==> config.mk <==
export PLATFORM = sky130hd
export DESIGN_NAME = bash_hash_ctrl
export DESIGN_NICKNAME = d
export VERILOG_FILES = /design/src/rtl/bash_hash_params_pkg.sv /design/src/rtl/bash_hash_ctrl.sv
export SDC_FILE = /design/constraint.sdc
export NUM_CORES = 1
export LEC_CHECK = 0
export CORE_AREA = 2 2 39 41
export CTS_CLUSTER_SIZE = 20
export DETAILED_ROUTE_END_ITERATION = 8
export DIE_AREA = 0 0 41 43
export MAX_ROUTING_LAYER = met4
export PLACE_DENSITY = 0.71
export SYNTH_ARGS = -nofsm -noshare
export SYNTH_HDL_FRONTEND = slang
export SYNTH_SLANG_ARGS = --single-unit
==> constraint.sdc <==
create_clock -name clk_i -period 2.05 [get_ports clk_i]
set_input_delay 0.205 -clock clk_i [delete_from_list [all_inputs] [get_ports clk_i]]
set_output_delay 0.205 -clock clk_i [all_outputs]
set_load 0.02 [all_outputs]
==> src/rtl/bash_hash_params_pkg.sv <==
// -----------------------------------------------------------------------------
// bash_hash_params_pkg
//   Shared constants and types for the bash-f hash controller.
//   - NROUNDS_DEFAULT : bash-f rounds per request (legal 2..31; round_o is 5 bits)
//   - state_e         : controller FSM state encoding, also driven on the
//                       controller's state_o debug output
// -----------------------------------------------------------------------------
package bash_hash_params_pkg;

    localparam int NROUNDS_DEFAULT = 24;

    typedef enum logic [1:0] {
        ST_IDLE = 2'd0,
        ST_RUN  = 2'd1,
        ST_DONE = 2'd2
    } state_e;

endpackage : bash_hash_params_pkg

==> src/rtl/bash_hash_ctrl.sv <==
// -----------------------------------------------------------------------------
// bash_hash_ctrl
//   Sequencing controller for the bash_hash datapath: accepts one block per
//   request, strobes the datapath load/preset, advances NROUNDS-1 rounds and
//   then holds the result until the consumer takes it.
//
//   Ports
//     clk_i        sole clock, rising edge
//     rst_i        asynchronous active-high reset
//     req_valid_i  requester offers a block (x0..x15 and l_i valid this cycle)
//     req_ready_o  controller accepts a block this cycle
//     l_i          security level code (0=128, 1=192, 2=256)
//     abort_i      synchronous abort of the request in progress
//     start_o      datapath load strobe
//     prep_o       datapath S23 preset strobe
//     work_o       datapath round-advance strobe
//     l_o          level code to the datapath (only meaningful with start_o)
//     res_valid_o  datapath y0..y7 hold the final result
//     res_ready_i  consumer takes the result
//     busy_o       a request is in progress (RUN or DONE)
//     round_o      completed rounds for the current request
//     state_o      FSM state, debug observation only
//
//   Handshakes: a transfer happens on a rising clk_i edge when valid and ready
//   are both high in the preceding cycle; ready may depend combinationally on
//   the other side's signals only as noted (req_ready_o looks at res_ready_i
//   so a result handoff and a new accept can share one cycle), and valid,
//   once raised, is held until the transfer or an abort.
// -----------------------------------------------------------------------------
module bash_hash_ctrl
    import bash_hash_params_pkg::*;
#(
    parameter int NROUNDS = NROUNDS_DEFAULT
) (
    input  logic       clk_i,
    input  logic       rst_i,
    input  logic       req_valid_i,
    output logic       req_ready_o,
    input  logic [1:0] l_i,
    input  logic       abort_i,
    output logic       start_o,
    output logic       prep_o,
    output logic       work_o,
    output logic [1:0] l_o,
    output logic       res_valid_o,
    input  logic       res_ready_i,
    output logic       busy_o,
    output logic [4:0] round_o,
    output logic [1:0] state_o
);

    // Value of round_o in the last RUN cycle; the edge out of it lands in
    // DONE with round_o == NROUNDS.
    localparam logic [4:0] LAST_RUN_ROUND = 5'(NROUNDS - 1);

    state_e     state_q, state_d;
    logic [4:0] round_q, round_d;
    logic       acc;

    // Outputs decode straight from the registered state, so the asynchronous
    // reset drops work_o/res_valid_o/busy_o without waiting for an edge.
    // rst_i gates ready directly because IDLE alone would otherwise look
    // ready while reset is held.
    always_comb begin
        req_ready_o = ~rst_i & ~abort_i &
                      ((state_q == ST_IDLE) | ((state_q == ST_DONE) & res_ready_i));
        acc         = req_valid_i & req_ready_o;
        start_o     = acc;
        prep_o      = acc;
        l_o         = acc ? l_i : 2'd0;
        work_o      = (state_q == ST_RUN) & ~abort_i;
        res_valid_o = (state_q == ST_DONE) & ~abort_i;
        busy_o      = (state_q != ST_IDLE);
        round_o     = round_q;
        state_o     = state_q;
    end

    always_comb begin
        state_d = state_q;
        round_d = round_q;
        if (abort_i) begin
            state_d = ST_IDLE;
            round_d = 5'd0;
        end else begin
            case (state_q)
                ST_IDLE: begin
                    if (acc) begin
                        // The loaded datapath already shows round 1 at bash_f.
                        state_d = ST_RUN;
                        round_d = 5'd1;
                    end
                end
                ST_RUN: begin
                    // req_valid_i is deliberately not looked at here.
                    round_d = round_q + 5'd1;
                    if (round_q == LAST_RUN_ROUND) begin
                        state_d = ST_DONE;
                    end
                end
                ST_DONE: begin
                    if (res_ready_i) begin
                        if (acc) begin
                            state_d = ST_RUN;
                            round_d = 5'd1;
                        end else begin
                            state_d = ST_IDLE;
                            round_d = 5'd0;
                        end
                    end
                end
                default: begin
                    state_d = ST_IDLE;
                    round_d = 5'd0;
                end
            endcase
        end
    end

    always_ff @(posedge clk_i or posedge rst_i) begin
        if (rst_i) begin
            state_q <= ST_IDLE;
            round_q <= 5'd0;
        end else begin
            state_q <= state_d;
            round_q <= round_d;
        end
    end

endmodule : bash_hash_ctrl

==> run summary, run 1 <==
CTS tree: done
Vias in the first global route: 401
Synth Area in XOR/XNOR: 0%
Final Max Tran Viols: 0
Seq cells post-synth: 7
Global Route met1 Usage: 16.9%
Finished Cell Area: 716 um^2
Core ar.: 1380 um^2
Die span in x: 41 um
Die height: 43 um
DRC violations left: 0
Met2 Use GR: 20.0%
Final Non-Filler Cells: 87
Yosys top cell area share: 39.1%
Final ANT Viol Nets: 0
Crit-path cells: nor2_1, and4bb_1, clkdlybuf4s50_1
Net count after synthesis: 52
Clock period minus worst slack: 1.95 ns
1st-iter DRT viols: 11
DR pass1 iterations: 4
Initial antenna violation count: 0
PortBufs: 21
Fin Setup TNS: 0 ns
CP max stage cell: clkdlybuf4s50_1
Placer congestion estimate: 0.767
Data arrival, critical path: 1.74 ns
YS warnings: 0
DP Area: 692 um^2
Mapped Avg Cell Area: 10.2 um^2
Cell Area, Synth: 448 um^2
Startpoint class of the critical path: flip-flop
Filler cells: 133
Initial Util: 32.4%
WL final: 1100 um
Worst setup EP type: output port
# rows: 14
Compound-cell area share of the yosys netlist: 20.7%
Status: completed
Max-Cap Viols: 0
Adder-cell share of the synthesized area: 2.79%
Sequential area share after synthesis: 39.1%
Slowest stage delay, CP: 0.63 ns
Distinct cells, synth: 27
Fraction of layout cells with a size suffix above 1: 15.5%
Worst-margin pin slew: 0.286 ns
H-tree depth: 1
Max Freq: 514 MHz
Grt met3 use: 1.57%
CTS Buf Count: 3
Final core occ: 51.7%
Number of diodes: 0
Largest net degree at the start of global routing: 10
CP Class: flip-flop to output port
Setup Skew: 0.000571 ns
PwrDens: 535 nW/um^2
Post-synthesis mux area share: 4.47%
Crit-path max FO: 7
Via density: 5.21
Io pins: 22
Global-route wire length before repair: 1620 um
RSZ-0062 raised after global routing: false
Overall Power: 383 uW
P&R area growth vs syn: 59.8%
Total Die Area: 1760 um^2
# hold bufs at CTS: 0
Wire per inst: 12.6 um
Total gr overflow: 0
Ranking of synthesized cells by area: dfrtp_1 39%, a22o_1 5.9%, mux2i_1 4.5%
Largest family of logic cells by synthesized area: simple AND/OR/NAND/NOR gates
Largest area contributor in the netlist: dfrtp_1
Busiest grt layer: met2
Reg area: 175 um^2
GRT Resource Usage Total: 13.8%
Leak: 0.000335 uW
Max VDD drop: 301 uV
Worst skew pair latency: 0.25 ns
Simple-gate area share of the yosys netlist: 26.0%
Slew HR: 80.9%
Post-Place Cells: 83
Area of the multi-input gates: 241 um^2
Reg clk slew, reported paths: 0.05 ns
Final hold vios: 0
Final net count: 80
Hold Crit Class: input pin to async pin
Fin crit share: 94.9%
DR vias: 453
Synthesized instance count: 44
Req. time, crit path: 1.85 ns
CTS root buf: clkbuf_4
Final setup violation count: 0
Clock tree buffer depth: 2
Clock sink count: 7
[cell usage after synthesis]
cell type,n
or3b_1,1
inv_1,2
nor2_1,2
buf_2,1
and4bb_1,1
a211o_1,2
nor4_1,1
and2_4,1
or2_2,1
nor3b_2,1
nor2b_1,1
a22o_1,3
a21o_1,1
buf_6,1
ha_1,1
nand4b_1,1
nand4_1,1
a21oi_1,2
nand3_1,2
a22oi_1,2
mux2i_1,2
nand2_1,1
dfrtp_1,7
buf_4,1
a211oi_1,1
and2_1,3
o22a_1,1
[cell type report]
| class | count | share of cell area [%] |
|---|---|---|
| sequential | 7 | 24.5 |
| tap | 16 | 2.80 |
| inverter | 2 | 1.05 |
| clock buffer | 4 | 3.67 |
| timing repair buffer | 26 | 34.3 |
| multi-input combinational | 32 | 33.7 |
[worst max-delay path: cells and delay by family, from the launching register on]
family                 cells  cell delay [ns]
DFF                        1             0.43
and+or+nand+nor            2             0.43
buffers and inverters      1             0.63
[stage by stage]
| step | hold WS, ns | setup WS, ns |
|---|---|---|
| 6_report | 0.266 | 0.104 |
| 5_1_grt | 0.316 | 0.00725 |
| 4_1_cts | 0.279 | 0.0810 |
| 3_5_place_dp | 0.525 | 0.0299 |
| 3_3_place_gp | 0.510 | 0.0685 |
| 2_1_floorplan | 0.00840 | 0.384 |
[path summary, 6_finish.rpt]
kind	from	endpoint	slack, ns	depth (start not counted)
max	state_o[0]$_DFFE_PP0P_	start_o	0.10	3
min	rst_i	state_o[1]$_DFFE_PP0P_	0.27	2
max reg2reg	state_o[1]$_DFFE_PP0P_	round_o[0]$_DFFE_PP0P_	0.45	4
min reg2reg	round_o[3]$_DFFE_PP0P_	round_o[3]$_DFFE_PP0P_	0.53	1
max in group asynchronous	rst_i	round_o[2]$_DFFE_PP0P_	1.56	2
min in group clk_i	round_o[3]$_DFFE_PP0P_	round_o[3]$_DFFE_PP0P_	0.53	1
[report_power, final]
part	internal [uW]	switching, uW
combinational	54.9	46.7
clock	74.4	52.8
sequential	144	9.75
total	274	109
[cell families (layout without fill, tap and decap cells)]
group / Yosys count / count (layout)
compound gates: 12 / 12
fa+ha+maj: 1 / 1
buf+inv: 5 / 32
flops: 7 / 7
mux: 2 / 2
simple gates: 17 / 17
[timing repair]
item,CTS,global route
gates resized for setup,2,0
setup buffers,0,0
endpoints found under the setup margin,2,0
[metal layers]
layer	vias up	wire length, um
met2	21	539
met5	-	0
met3	2	85
li1	221	-
met1	209	460
met4	0	10
[placed cells by master (no fill, tap or decap)]
cell type | netlist | layout
inv_1 | 2 | 2
and2_1 | 3 | 3
o22a_1 | 1 | 1
a211oi_1 | 1 | 1
nor4_1 | 1 | 1
a22o_1 | 3 | 3
nor3b_2 | 1 | 1
nand4_1 | 1 | 1
dlygate4sd2_1 | 0 | 2
nor2b_1 | 1 | 1
nand2_1 | 1 | 1
ha_1 | 1 | 1
nor2_1 | 2 | 2
a22oi_1 | 2 | 2
a21oi_1 | 2 | 2
or2_2 | 1 | 1
clkbuf_4 | 0 | 3
mux2i_1 | 2 | 2
nand4b_1 | 1 | 1
a211o_1 | 2 | 2
nand3_1 | 2 | 2
buf_4 | 1 | 5
clkbuf_1 | 0 | 1
a21o_1 | 1 | 1
dfrtp_1 | 7 | 7
and4bb_1 | 1 | 1
and2_4 | 1 | 1
or3b_1 | 1 | 1
clkdlybuf4s50_1 | 0 | 19
[sequential cells by signal, indices dropped and copies added, names as in the netlist]
register	cells
state_o	2
round_o	5
Note: power is estimated with default switching activity, not from simulation.
==> run 2, diff against run 1 <==
DONT_BUFFER_PORTS = 1   (was not set)
PLACE_DENSITY = 0.49   (was 0.71)
==> run 2 against run 1 <==
Cell count decreased by 22%. Core utilization down 14 points. Critical path depth unchanged. Clock power is essentially flat. Worst hold slack gained 0.033 ns. Maximum frequency up 7.0%. Largest power group unchanged.
==> run summary, run 2 (same netlist as run 1, synthesis figures left out) <==
CP Class: flip-flop to output port
Hold slack: 0.300 ns
Critical Path Sink: l_o[0]
Reg clk slew, reported paths: 0.05 ns
DR vias: 367
Crit. Startpoint: state_o[1]$_DFFE_PP0P_
Vias in the first global route: 374
Fin Setup TNS: 0 ns
Die height: 43 um
Total gr overflow: 0
Post-Place Cells: 63
Slowest stage delay, CP: 0.52 ns
Hold Crit Class: input pin to flip-flop
Core ar.: 1380 um^2
H-tree depth: 1
Total Die Area: 1760 um^2
Final hold vios: 0
Worst skew pair latency: 0.25 ns
Startpoint class of the critical path: flip-flop
CP max stage cell: dfrtp_1
DR pass1 iterations: 3
Overall Power: 355 uW
RSZ-0062 raised after global routing: false
Highest-count cells in the layout ignoring fill and taps: 7 x dfrtp_1, 6 x buf_4, 3 x a22o_1, 3 x and2_1, 3 x clkbuf_4
Fraction of layout cells with a size suffix above 1: 23.1%
Clock tree buffer depth: 2
PortBufs: 0
Initial Util: 32.4%
PwrDens: 675 nW/um^2
Reg2Reg Setup Slack: 0.40 ns
Max Freq: 550 MHz
Final Non-Filler Cells: 68
Largest delay share family, worst path: simple AND/OR/NAND/NOR gates
Most common cell after layout, fill and taps aside: dfrtp_1
Via density: 5.40
Fin crit share: 88.7%
R2r worst-path depth: 3
Req. time, crit path: 1.85 ns
Crit-path max FO: 9
CTS Buf Count: 3
CTS root buf: clkbuf_4
Slew HR: 73.5%
Final setup violation count: 0
Final ANT Viol Nets: 0
Max VDD drop: 286 uV
FF-to-FF End: round_o[0]$_DFFE_PP0P_
Wire per inst: 15.4 um
Initial antenna violation count: 0
Largest register FFs: 5
Worst-margin pin slew: 0.397 ns
Crit-path cells: nor2b_1, and4bb_1, and2_1
DRC violations left: 0
Final net count: 61
Final core occ: 38.0%
Status: completed
Number of diodes: 0
# rows: 14
Data arrival, critical path: 1.61 ns
Die span in x: 41 um
Setup Fix Bufs, Post-CTS: 0
Worst setup EP type: output port
R2r startpoint: state_o[1]$_DFFE_PP0P_
Leak: 0.000259 uW
Placer congestion estimate: 0.700
CTS tree: done
P&R area growth vs syn: 17.3%
Largest net degree at the start of global routing: 11
Clock period minus worst slack: 1.82 ns
WL final: 1050 um
Max-Cap Viols: 0
Final Max Tran Viols: 0
Setup Skew: 0.000664 ns
Global-route wire length before repair: 1580 um
Clock sink count: 7
Total stage count of the critical path: 3
1st-iter DRT viols: 1
Io pins: 22
Worst path bufs/invs: 0
GRT Resource Usage Total: 14.2%
==> run 2: power by group <==
part	leakage [uW]	internal, uW	switching (uW)
Combinational	0.000150	31.6	40.8
Sequential	0.0000946	144	11.2
Clock	0.0000150	74.4	52.5
Total	0.000259	250	105
==> run 2: worst min-delay path by stage <==
stage                       start                endpoint  slack (ns)  cells after the start
after global routing      abort_i  round_o[2]$_DFFE_PP0P_        0.31                      4
final                     abort_i  round_o[2]$_DFFE_PP0P_        0.30                      4
after global placement      rst_i  state_o[0]$_DFFE_PP0P_        0.05                      1
after CTS                 abort_i  round_o[2]$_DFFE_PP0P_        0.29                      4
after detailed placement    rst_i  state_o[1]$_DFFE_PP0P_        0.05                      1
after floorplan             rst_i  round_o[0]$_DFFE_PP0P_       0.008                      1
==> run 2: final cells by class <==
| class | count | area (um^2) |
|---|---|---|
| inverters | 2 | 7.51 |
| fillers | 140 | 858 |
| flip-flops and latches | 7 | 175 |
| multi-input cells | 32 | 241 |
| repair buffers | 7 | 55.1 |
| clock buffers | 4 | 26.3 |
| well taps | 16 | 20.0 |
==> run 2: timing repair <==
| item | 4_1_cts | 5_1_grt |
|---|---|---|
| gates resized for setup | 0 | 0 |
| endpoints found under the hold margin | 7 | 0 |
| hold buffers | 1 | 0 |
==> run 2: per-stage QoR <==
| stage | worst slack [ns] | area, um^2 |
|---|---|---|
| after detailed placement | 0.405 | 489 |
| final | 0.232 | 526 |
| after CTS | 0.222 | 526 |
| after global placement | 0.450 | 489 |
| after floorplan | 0.384 | 448 |
| after global routing | 0.144 | 526 |
==> run 2: worst min-delay path, cell delays in order <==
cell and delay (ns):
nor3b_2 0.02, buf_4 0.16, nand2_1 0.07, mux2i_1 0.06
==> run 2: layer usage <==
metal	vias up	wire length [um]	part of all wire (%)	track usage [%]
li1	180	-	-	-
met2	16	480	46	19.7
met1	171	479	46	16.8
met4	0	0	0	8.00
met3	0	86	8.2	5.76
met5	-	0	0	-
